**src/rtl/cpu_dbg_pkg.sv**
```systemverilog
// Shared debug-infrastructure types for the CPU trace capture logic.
package cpu_dbg_pkg;

  typedef enum logic [1:0] {
    IDLE  = 2'd0,
    ARMED = 2'd1,
    POST  = 2'd2,
    DONE  = 2'd3
  } trace_state_t;

endpackage

```
**src/rtl/cpu_trace_buffer_trace_ram.sv**
```systemverilog
// Simple dual-port trace storage: synchronous write, registered read.
// Only the read register is reset; the array keeps its contents.
module trace_ram #(
  parameter int DATA_W = 32,
  parameter int DEPTH  = 8,
  parameter int AW     = $clog2(DEPTH)
) (
  input  logic              i_clk,
  input  logic              i_rst_n,
  input  logic              i_we,
  input  logic [AW-1:0]     i_waddr,
  input  logic [DATA_W-1:0] i_wdata,
  input  logic              i_re,
  input  logic [AW-1:0]     i_raddr,
  output logic [DATA_W-1:0] o_rdata
);

  logic [DATA_W-1:0] r_mem [DEPTH];
  logic [DATA_W-1:0] r_rdata;

  always_ff @(posedge i_clk) begin
    if (i_we) r_mem[i_waddr] <= i_wdata;
  end

  always_ff @(posedge i_clk) begin
    if (!i_rst_n)  r_rdata <= '0;
    else if (i_re) r_rdata <= r_mem[i_raddr];
  end

  assign o_rdata = r_rdata;

endmodule

```
**src/rtl/cpu_trace_buffer.sv**
```systemverilog
// Triggerable circular capture of the CPU result bus with oldest-first
// readout over a request/valid handshake.
module cpu_trace_buffer
  import cpu_dbg_pkg::*;
#(
  parameter int DATA_W = 32,
  parameter int DEPTH  = 8,
  parameter int CNT_W  = $clog2(DEPTH) + 1
) (
  input  logic              clk,
  input  logic              rst,
  input  logic              arm,
  input  logic              sample_valid,
  input  logic [DATA_W-1:0] sample,
  input  logic [DATA_W-1:0] trig_value,
  input  logic [DATA_W-1:0] trig_mask,
  input  logic [CNT_W-1:0]  post_count,
  input  logic              rd_req,
  output logic              rd_valid,
  output logic [DATA_W-1:0] rd_data,
  output logic              rd_last,
  output logic [CNT_W-1:0]  count,
  output logic              overflow,
  output logic [1:0]        state
);

  localparam int AW = $clog2(DEPTH);
  localparam logic [CNT_W-1:0] LP_FULL     = CNT_W'(DEPTH);
  localparam logic [CNT_W-1:0] LP_MAX_POST = CNT_W'(DEPTH - 1);

  trace_state_t      r_state;
  trace_state_t      w_state_nxt;
  logic [AW-1:0]     r_wr_ptr;
  logic [CNT_W-1:0]  r_count;
  logic              r_overflow;
  logic [CNT_W-1:0]  r_remaining;
  logic [CNT_W-1:0]  r_rd_idx;
  logic              r_rd_valid;
  logic              r_rd_last;

  logic              w_capture;
  logic              w_we;
  logic              w_re;
  logic              w_trig;
  logic              w_rd_is_last;
  logic [CNT_W-1:0]  w_post_clamp;
  logic [AW-1:0]     w_rd_addr;

  assign w_post_clamp = (post_count > LP_MAX_POST) ? LP_MAX_POST : post_count;
  assign w_rd_is_last = (r_rd_idx == r_count - CNT_W'(1));
  // wr_ptr and count are frozen in DONE, so the oldest entry is a fixed base
  assign w_rd_addr    = r_wr_ptr - r_count[AW-1:0] + r_rd_idx[AW-1:0];

  always_ff @(posedge clk) begin
    if (!rst) r_state <= IDLE;
    else      r_state <= w_state_nxt;
  end

  always_comb begin
    w_state_nxt = r_state;
    if (arm) begin
      w_state_nxt = ARMED;
    end else begin
      case (r_state)
        IDLE:  w_state_nxt = IDLE;
        ARMED: if (w_trig) w_state_nxt = (w_post_clamp == '0) ? DONE : POST;
        POST:  if (sample_valid && r_remaining == CNT_W'(1)) w_state_nxt = DONE;
        DONE:  if (rd_req && w_rd_is_last) w_state_nxt = IDLE;
        default: w_state_nxt = IDLE;
      endcase
    end
  end

  always_comb begin
    w_capture = 1'b0;
    w_re      = 1'b0;
    if (!arm) begin
      w_capture = (r_state == ARMED) || (r_state == POST);
      w_re      = (r_state == DONE) && rd_req;
    end
    w_we   = w_capture && sample_valid;
    w_trig = w_we && (r_state == ARMED) &&
             ((sample & trig_mask) == (trig_value & trig_mask));
  end

  always_ff @(posedge clk) begin
    if (!rst) begin
      r_wr_ptr    <= '0;
      r_count     <= '0;
      r_overflow  <= 1'b0;
      r_remaining <= '0;
      r_rd_idx    <= '0;
      r_rd_valid  <= 1'b0;
      r_rd_last   <= 1'b0;
    end else begin
      r_rd_valid <= w_re;
      r_rd_last  <= w_re && w_rd_is_last;

      if (arm) begin
        r_wr_ptr   <= '0;
        r_count    <= '0;
        r_overflow <= 1'b0;
      end else if (w_we) begin
        r_wr_ptr <= r_wr_ptr + 1'b1;
        if (r_count == LP_FULL) r_overflow <= 1'b1;
        else                    r_count    <= r_count + 1'b1;
      end

      if (w_trig)
        r_remaining <= w_post_clamp;
      else if (w_we && r_state == POST)
        r_remaining <= r_remaining - 1'b1;

      if (r_state != DONE) r_rd_idx <= '0;
      else if (w_re)       r_rd_idx <= r_rd_idx + 1'b1;
    end
  end

  trace_ram #(
    .DATA_W (DATA_W),
    .DEPTH  (DEPTH),
    .AW     (AW)
  ) u_ram (
    .i_clk   (clk),
    .i_rst_n (rst),
    .i_we    (w_we),
    .i_waddr (r_wr_ptr),
    .i_wdata (sample),
    .i_re    (w_re),
    .i_raddr (w_rd_addr),
    .o_rdata (rd_data)
  );

  assign rd_valid = r_rd_valid;
  assign rd_last  = r_rd_last;
  assign count    = r_count;
  assign overflow = r_overflow;
  assign state    = r_state;

endmodule

```
**config.mk**
```make
export PLATFORM = sky130hd
export DESIGN_NAME = cpu_trace_buffer
export DESIGN_NICKNAME = d
export VERILOG_FILES = /design/src/rtl/cpu_dbg_pkg.sv /design/src/rtl/cpu_trace_buffer_trace_ram.sv /design/src/rtl/cpu_trace_buffer.sv
export SDC_FILE = /design/constraint.sdc
export NUM_CORES = 1
export LEC_CHECK = 0
export CELL_PAD_IN_SITES_DETAIL_PLACEMENT = 0
export CELL_PAD_IN_SITES_GLOBAL_PLACEMENT = 1
export CORE_UTILIZATION = 40
export CTS_CLUSTER_SIZE = 12
export DETAILED_ROUTE_END_ITERATION = 8
export GPL_ROUTABILITY_DRIVEN = 0
export PLACE_DENSITY_LB_ADDON = 0.1
export SYNTH_ARGS = -nofsm -noshare
export SYNTH_HDL_FRONTEND = slang
export SYNTH_HIERARCHICAL = 1
export SYNTH_SLANG_ARGS = --single-unit
```
**constraint.sdc**
```tcl
create_clock -name clk -period 5.1 [get_ports clk]
set_input_delay 1.02 -clock clk [delete_from_list [all_inputs] [get_ports clk]]
set_output_delay 1.02 -clock clk [all_outputs]
set_load 0.05 [all_outputs]
```
==> results_dict.tcl, run 1 <==
set metrics [dict create \
    num_rows 64 \
    post-route-drc-count 0 \
    rrSetupSlack_ns 1.21 \
    detailedRoute.firstIterationViolations 464 \
    hold_path.startpoint "overflow" \
    reg2reg_to "u_ram/o_rdata[8]" \
    drive_above_1_share 0.142 \
    path_clk_slew_ns 0.06 \
    yosys_warnings 6 \
    ys_dominant_reg_cell "edfxtp_1" \
    synth-edff-count 256 \
    routed_wl_um 30800 \
    detail_route.vias_per_cell 5.30 \
    power-per-cell-area_mw_per_mm2 361 \
    dp.final_hpwl_um 18400 \
    synth_area_mm2 0.0125 \
    crit_type "flip-flop to flip-flop" \
    top_level_ports 146 \
    io_buffer_count 145 \
    synth-seq-cells 308 \
    number_of_antenna_violations_at_the_first_check_in_global_routing 0 \
    synth.top_cells.by_area "edfxtp_1, dfxtp_1, mux2_2" \
    detail_route.wl_per_cell_um 22.6 \
    fin_worst_skew_ns 0.0309 \
    whs_ns 0.480 \
    headroom_to_the_max_slew_limit 0.214 \
    ir_worst_vdd_mv 0.211 \
    grt_pass1_wl_um 45600 \
    grt_pass1_vias 7356 \
    fp.dieH_um 179 \
    chipWidth_um 179 \
    critical_path.startpoint "r_wr_ptr[1]" \
    hold_depth 2 \
    layout_min_cycle_time_ns 3.89 \
    grt_start_max_net_pins 60 \
    area_enclosed_by_the_die_boundary_mm2 0.0319 \
    start_kind "flip-flop" \
    fillCellCount 2597 \
    vias 7236 \
    worst_hold_path.endpoint "overflow" \
    synthCells 790 \
    postRouteAntennaNets 0 \
    ctsResizeCount 0 \
    worst_setup_path_end_kind "flip-flop" \
    gr-total-overflow 0 \
    synth_top_area_cell "edfxtp_1" \
    max-cap-violations 0 \
    initial_cell_density_of_the_core 0.407 \
    post_cts_hold_buffer_count 0 \
    fin_tns_setup_ns 0 \
    setup-violations-final 0 \
    crit_required_ns 5.47 \
    worstReg2RegStart "r_wr_ptr[1]" \
    synth_commonest_cells "edfxtp_1, mux2i_1, mux2_2, dfxtp_1, xor2_1" \
    power.leakage_nw 5.05 \
    firstDrtPassIters 4 \
    post-synth-top-count-cell "edfxtp_1" \
    run_status "completed" \
    utilization 0.505 \
    synth_cell_type_count 45 \
    layout-area-overhead-vs-synth_pct 24.0 \
    timing_worst_slew_pin_value_ns 1.18 \
    postSynthNetCount 909 \
    grtUsageTotal 0.198 \
    clk_path_buf_depth 3 \
    cts.sinks 308 \
    synthesis.area_per_instance_um2 15.8 \
    yosysTopAreaCellShare 0.616 \
    rr_worst_depth 10 \
    tritoncts "done" \
    root_buffer "clkbuf_16" \
    maxSlewViolCount 0 \
    clk_latency_ns 0.51 \
    cp_max_fo 32 \
    worstPathArrival_ns 4.26 \
    fmax_ghz 0.257 \
    count_of_h_tree_levels_built_during_cts 2 \
    timing.hold.worst.class "flip-flop to flip-flop" \
    ys_seq_area_frac 0.699 \
    final.period_utilization 0.763 \
    diodes 0 \
    placeableCoreArea_mm2 0.0307 \
    post_cts_buffers 0 \
    rsz_0062_raised_after_global_routing "false" \
    ys_async_sr_fraction 0 \
    final_nets 1066 \
    numCtsBuffers 34 \
    hold_viol 0 \
]
[report_power, final]
group | leakage [nW] | switching (W) | internal (W) | total (W)
clock | 0.492 | 0.000921 | 0.00133 | 0.00225
sequential | 2.72 | 0.0000157 | 0.00276 | 0.00278
combinational | 1.83 | 0.000303 | 0.000255 | 0.000558
total | 5.05 | 0.00124 | 0.00434 | 0.00558
[sequential cells by signal, indices dropped and copies added (netlist names)]
register       flops
u_ram/r_mem      256
rd_last            1
rd_valid           1
r_wr_ptr           3
u_ram/o_rdata     32
state              2
overflow           1
r_rd_idx           4
r_remaining        4
count              4
[layout by cell type (no fill, tap or decap), types with 14 or more instances in the layout]
cell / count
mux2i_1: 66
dfxtp_1: 52
a21oi_1: 38
clkdlybuf4s50_1: 144
nand2_1: 18
nor2_1: 21
a22oi_1: 27
mux2_2: 64
o22ai_1: 19
clkbuf_16: 35
xor2_1: 40
a221o_1: 19
clkbuf_1: 14
edfxtp_1: 256
inv_1: 14
o21ai_0: 36
[layout make-up]
type	instances	area (um2)	share of cell area
clock buffers	50	942	0.0609
clock inverters	9	68.8	0.00445
inverters	14	52.6	0.00340
multi-input cells	429	3550	0.230
flip-flops and latches	308	8730	0.564
well taps	396	495	0.0320
repair buffers	160	1630	0.106
[worst max path at each step]
| stage | end | slack [ns] | cells past startpoint |
|---|---|---|---|
| after global routing | u_ram/o_rdata[9] | 0.99 | 10 |
| after CTS | u_ram/o_rdata[8] | 1.21 | 10 |
| final | u_ram/o_rdata[8] | 1.21 | 10 |
| after detailed placement | state[1] | 0.92 | 7 |
| after floorplan | u_ram/r_mem[4][0] | 0.59 | 6 |
| after global placement | state[1] | 1.02 | 7 |
[cell families after synthesis]
family | Yosys count | synth area share
muxes | 131 | 0.112
AOI/OAI and AO/OA | 162 | 0.0871
and+or+nand+nor | 72 | 0.0286
buffers and inverters | 53 | 0.0229
xor gates and xnor gates | 50 | 0.0351
adders and majority gates | 14 | 0.0152
DFF | 308 | 0.699
[metal layers]
| layer | GRT usage | routed length (um) | up-vias |
|---|---|---|---|
| met3 | 0.0296 | 1470 | 41 |
| met5 | 0 | 0 | - |
| met1 | 0.262 | 13400 | 3610 |
| li1 | - | - | 3388 |
| met4 | 0.0480 | 539 | 0 |
| met2 | 0.341 | 15400 | 197 |
[per-stage QoR]
| stage | std cells | instance area, um2 | setup WS (ns) | total power [W] |
|---|---|---|---|---|
| 3_3_place_gp | 1307 | 14500 | 1.02 | 0.00338 |
| 3_5_place_dp | 1307 | 14500 | 0.922 | 0.00339 |
| 4_1_cts | 1366 | 15500 | 1.21 | 0.00565 |
| 2_1_floorplan | 790 | 12500 | 0.591 | 0.00316 |
| 6_report | 1366 | 15500 | 1.21 | 0.00558 |
| 5_1_grt | 1366 | 15500 | 0.987 | 0.00580 |
[worst max-delay path: stages, from the launching register on]
cell and delay [ns]:
dfxtp_1 0.45, inv_1 0.13, fa_1 0.52, fa_1 0.46, xnor2_1 0.15, xnor2_1 0.13
xnor2_1 0.53, nand2b_2 0.75, o22ai_1 0.42, a221o_1 0.16, a21oi_1 0.06
Note: power is estimated with default switching activity, not from simulation.
==> run 2: changes to the inputs <==
Clock period 5.1 ns to 3.7 ns, I/O delays scaled along.
==> run 2 against run 1 <==
Effect of this change: cell area grew 1.5%; sequential cell count unchanged; sequential share of layout area shrank 0.82 points; core utilization grew 0.75 points; sequential power increased by 38%; largest cell class unchanged; critical path depth is the same; non-clock buffer count increased by 18; die area is the same; cell count up 1.7%.
==> results_dict.tcl, run 2 (synthesis gave the netlist of run 1 again) <==
set metrics [dict create \
    run_status "completed" \
    count_of_h_tree_levels_built_during_cts 2 \
    grt_pass1_vias 7694 \
    net-switching-power_w 0.00177 \
    routed_wl_um 30600 \
    crit_type "flip-flop to flip-flop" \
    p_comb_frac 0.100 \
    maxSlewViolCount 0 \
    chipWidth_um 179 \
    grt_start_max_net_pins 70 \
    io_buffer_count 145 \
    dp.final_hpwl_um 18800 \
    postRouteAntennaNets 0 \
    clk_path_buf_depth 3 \
    cp_common_cell "xnor2_1" \
    layout_min_cycle_time_ns 3.36 \
    max-cap-violations 0 \
    final.period_utilization 0.909 \
    max_stage_delay_ns 0.60 \
    vias 7325 \
    power.clock.fraction 0.417 \
    grt_pass1_wl_um 45600 \
    fp.dieH_um 179 \
    initial_cell_density_of_the_core 0.407 \
    gr-total-overflow 0 \
    power_report.internal_total_w 0.00616 \
    power.leakage_nw 5.17 \
    fmax_ghz 0.297 \
    worst_path_max_delay_cell "xnor2_1" \
    ctsResizeCount 0 \
    place_ws_ns -0.143 \
    detail_route.wl_per_cell_um 22.0 \
    timing_worst_slew_pin_value_ns 0.721 \
    detail_route.vias_per_cell 5.27 \
    layout.cells.most_common_list "edfxtp_1, clkdlybuf4s50_1, mux2i_1" \
    power_frac_seq 0.482 \
    p_sw_frac 0.224 \
    cts.sinks 308 \
    ir_worst_vdd_mv 0.282 \
    post_cts_buffers 0 \
    power-per-cell-area_mw_per_mm2 505 \
    crit_family "adder cells" \
    setup-violations-final 0 \
    largest_register_ff_count 256 \
    most_common_cell_after_layout_fill_and_taps_aside "edfxtp_1" \
    fin_tns_setup_ns 0 \
    tritoncts "done" \
    drive_above_1_share 0.164 \
    timing.hold.worst.class "flip-flop to flip-flop" \
    post_cts_hold_buffer_count 0 \
    start_kind "flip-flop" \
    headroom_to_the_max_slew_limit 0.516 \
    crit_path_cell_trace "fa_1 > fa_1 > xnor2_1 > xnor2_1 > xnor2_1 > nand2_1 > buf_4 > o22ai_1 > a221o_1 > a21oi_1" \
    firstDrtPassIters 4 \
    area_enclosed_by_the_die_boundary_mm2 0.0319 \
    detailedRoute.firstIterationViolations 455 \
    hold_viol 0 \
    rsz_0062_raised_after_global_routing "false" \
    grtUsageTotal 0.196 \
    top_level_ports 146 \
    layout-area-overhead-vs-synth_pct 25.9 \
    numCtsBuffers 35 \
    final_nets 1085 \
    worstPathArrival_ns 3.74 \
    registers.top_by_ff_count "u_ram/r_mem" \
    rrSetupSlack_ns 0.34 \
    crit_required_ns 4.07 \
    root_buffer "clkbuf_16" \
    clk_latency_ns 0.51 \
    fin_worst_skew_ns 0.0122 \
    placeableCoreArea_mm2 0.0307 \
    fin_ws_ns 0.336 \
    worst-path-buf-inv 1 \
    cp_max_fo 20 \
    number_of_antenna_violations_at_the_first_check_in_global_routing 1 \
    worst_setup_path_end_kind "flip-flop" \
    path_clk_slew_ns 0.06 \
    num_rows 64 \
    post-route-drc-count 0 \
]
-- run 2: per-stage QoR --
stage | hold WS, ns | cell area, um2 | util | std cells | total power [W]
floorplan | 0.500 | 12500 | - | 790 | 0.00436
global placement | 0.457 | 14600 | 0.476 | 1325 | 0.00469
detailed placement | 0.469 | 14600 | 0.476 | 1325 | 0.00470
CTS | 0.487 | 15700 | 0.512 | 1388 | 0.00802
global route | 0.537 | 15700 | 0.512 | 1389 | 0.00820
finish | 0.480 | 15700 | 0.512 | 1389 | 0.00793
-- run 2: area by class of cell --
type	count	area (um2)
Antenna cell	1	2.50
Clock buffer	52	981
Clock inverter	11	121
Fill cell	2584	15000
Inverter	14	52.6
Multi-Input combinational cell	429	3570
Sequential cell	308	8730
Tap cell	396	495
Timing Repair Buffer	178	1760
-- run 2: routing by layer --
layer	vias to the layer above	share of wire	wire, um	GRT usage
met5	-	0	0	0
met3	44	0.043	1310	0.0322
met2	178	0.49	15100	0.336
met1	3669	0.44	13400	0.253
met4	0	0.023	717	0.0597
li1	3434	-	-	-
-- run 2: worst paths after layout --
kind | startpoint | endpoint | cells after the start
worst max-delay path | count[1] | u_ram/o_rdata[13] | 10
worst min register to register | overflow | overflow | 2
worst min-delay path | overflow | overflow | 2
worst max register to register | count[1] | u_ram/o_rdata[13] | 10
-- run 2: worst min-delay path: cells and delay by family (launching register included) --
kind,cells,cell delay (ns)
AOI/OAI and AO/OA,1,0.04
and+or+nand+nor,1,0.07
DFF,1,0.33
-- run 2: power groups by stage --
stage	clock network, W	logic [W]	registers, W
after floorplan	0	0.000423	0.00393
after global placement	0	0.000791	0.00390
after detailed placement	0	0.000803	0.00390
after CTS	0.00338	0.000806	0.00383
after global routing	0.00352	0.000857	0.00383
final	0.00331	0.000796	0.00383
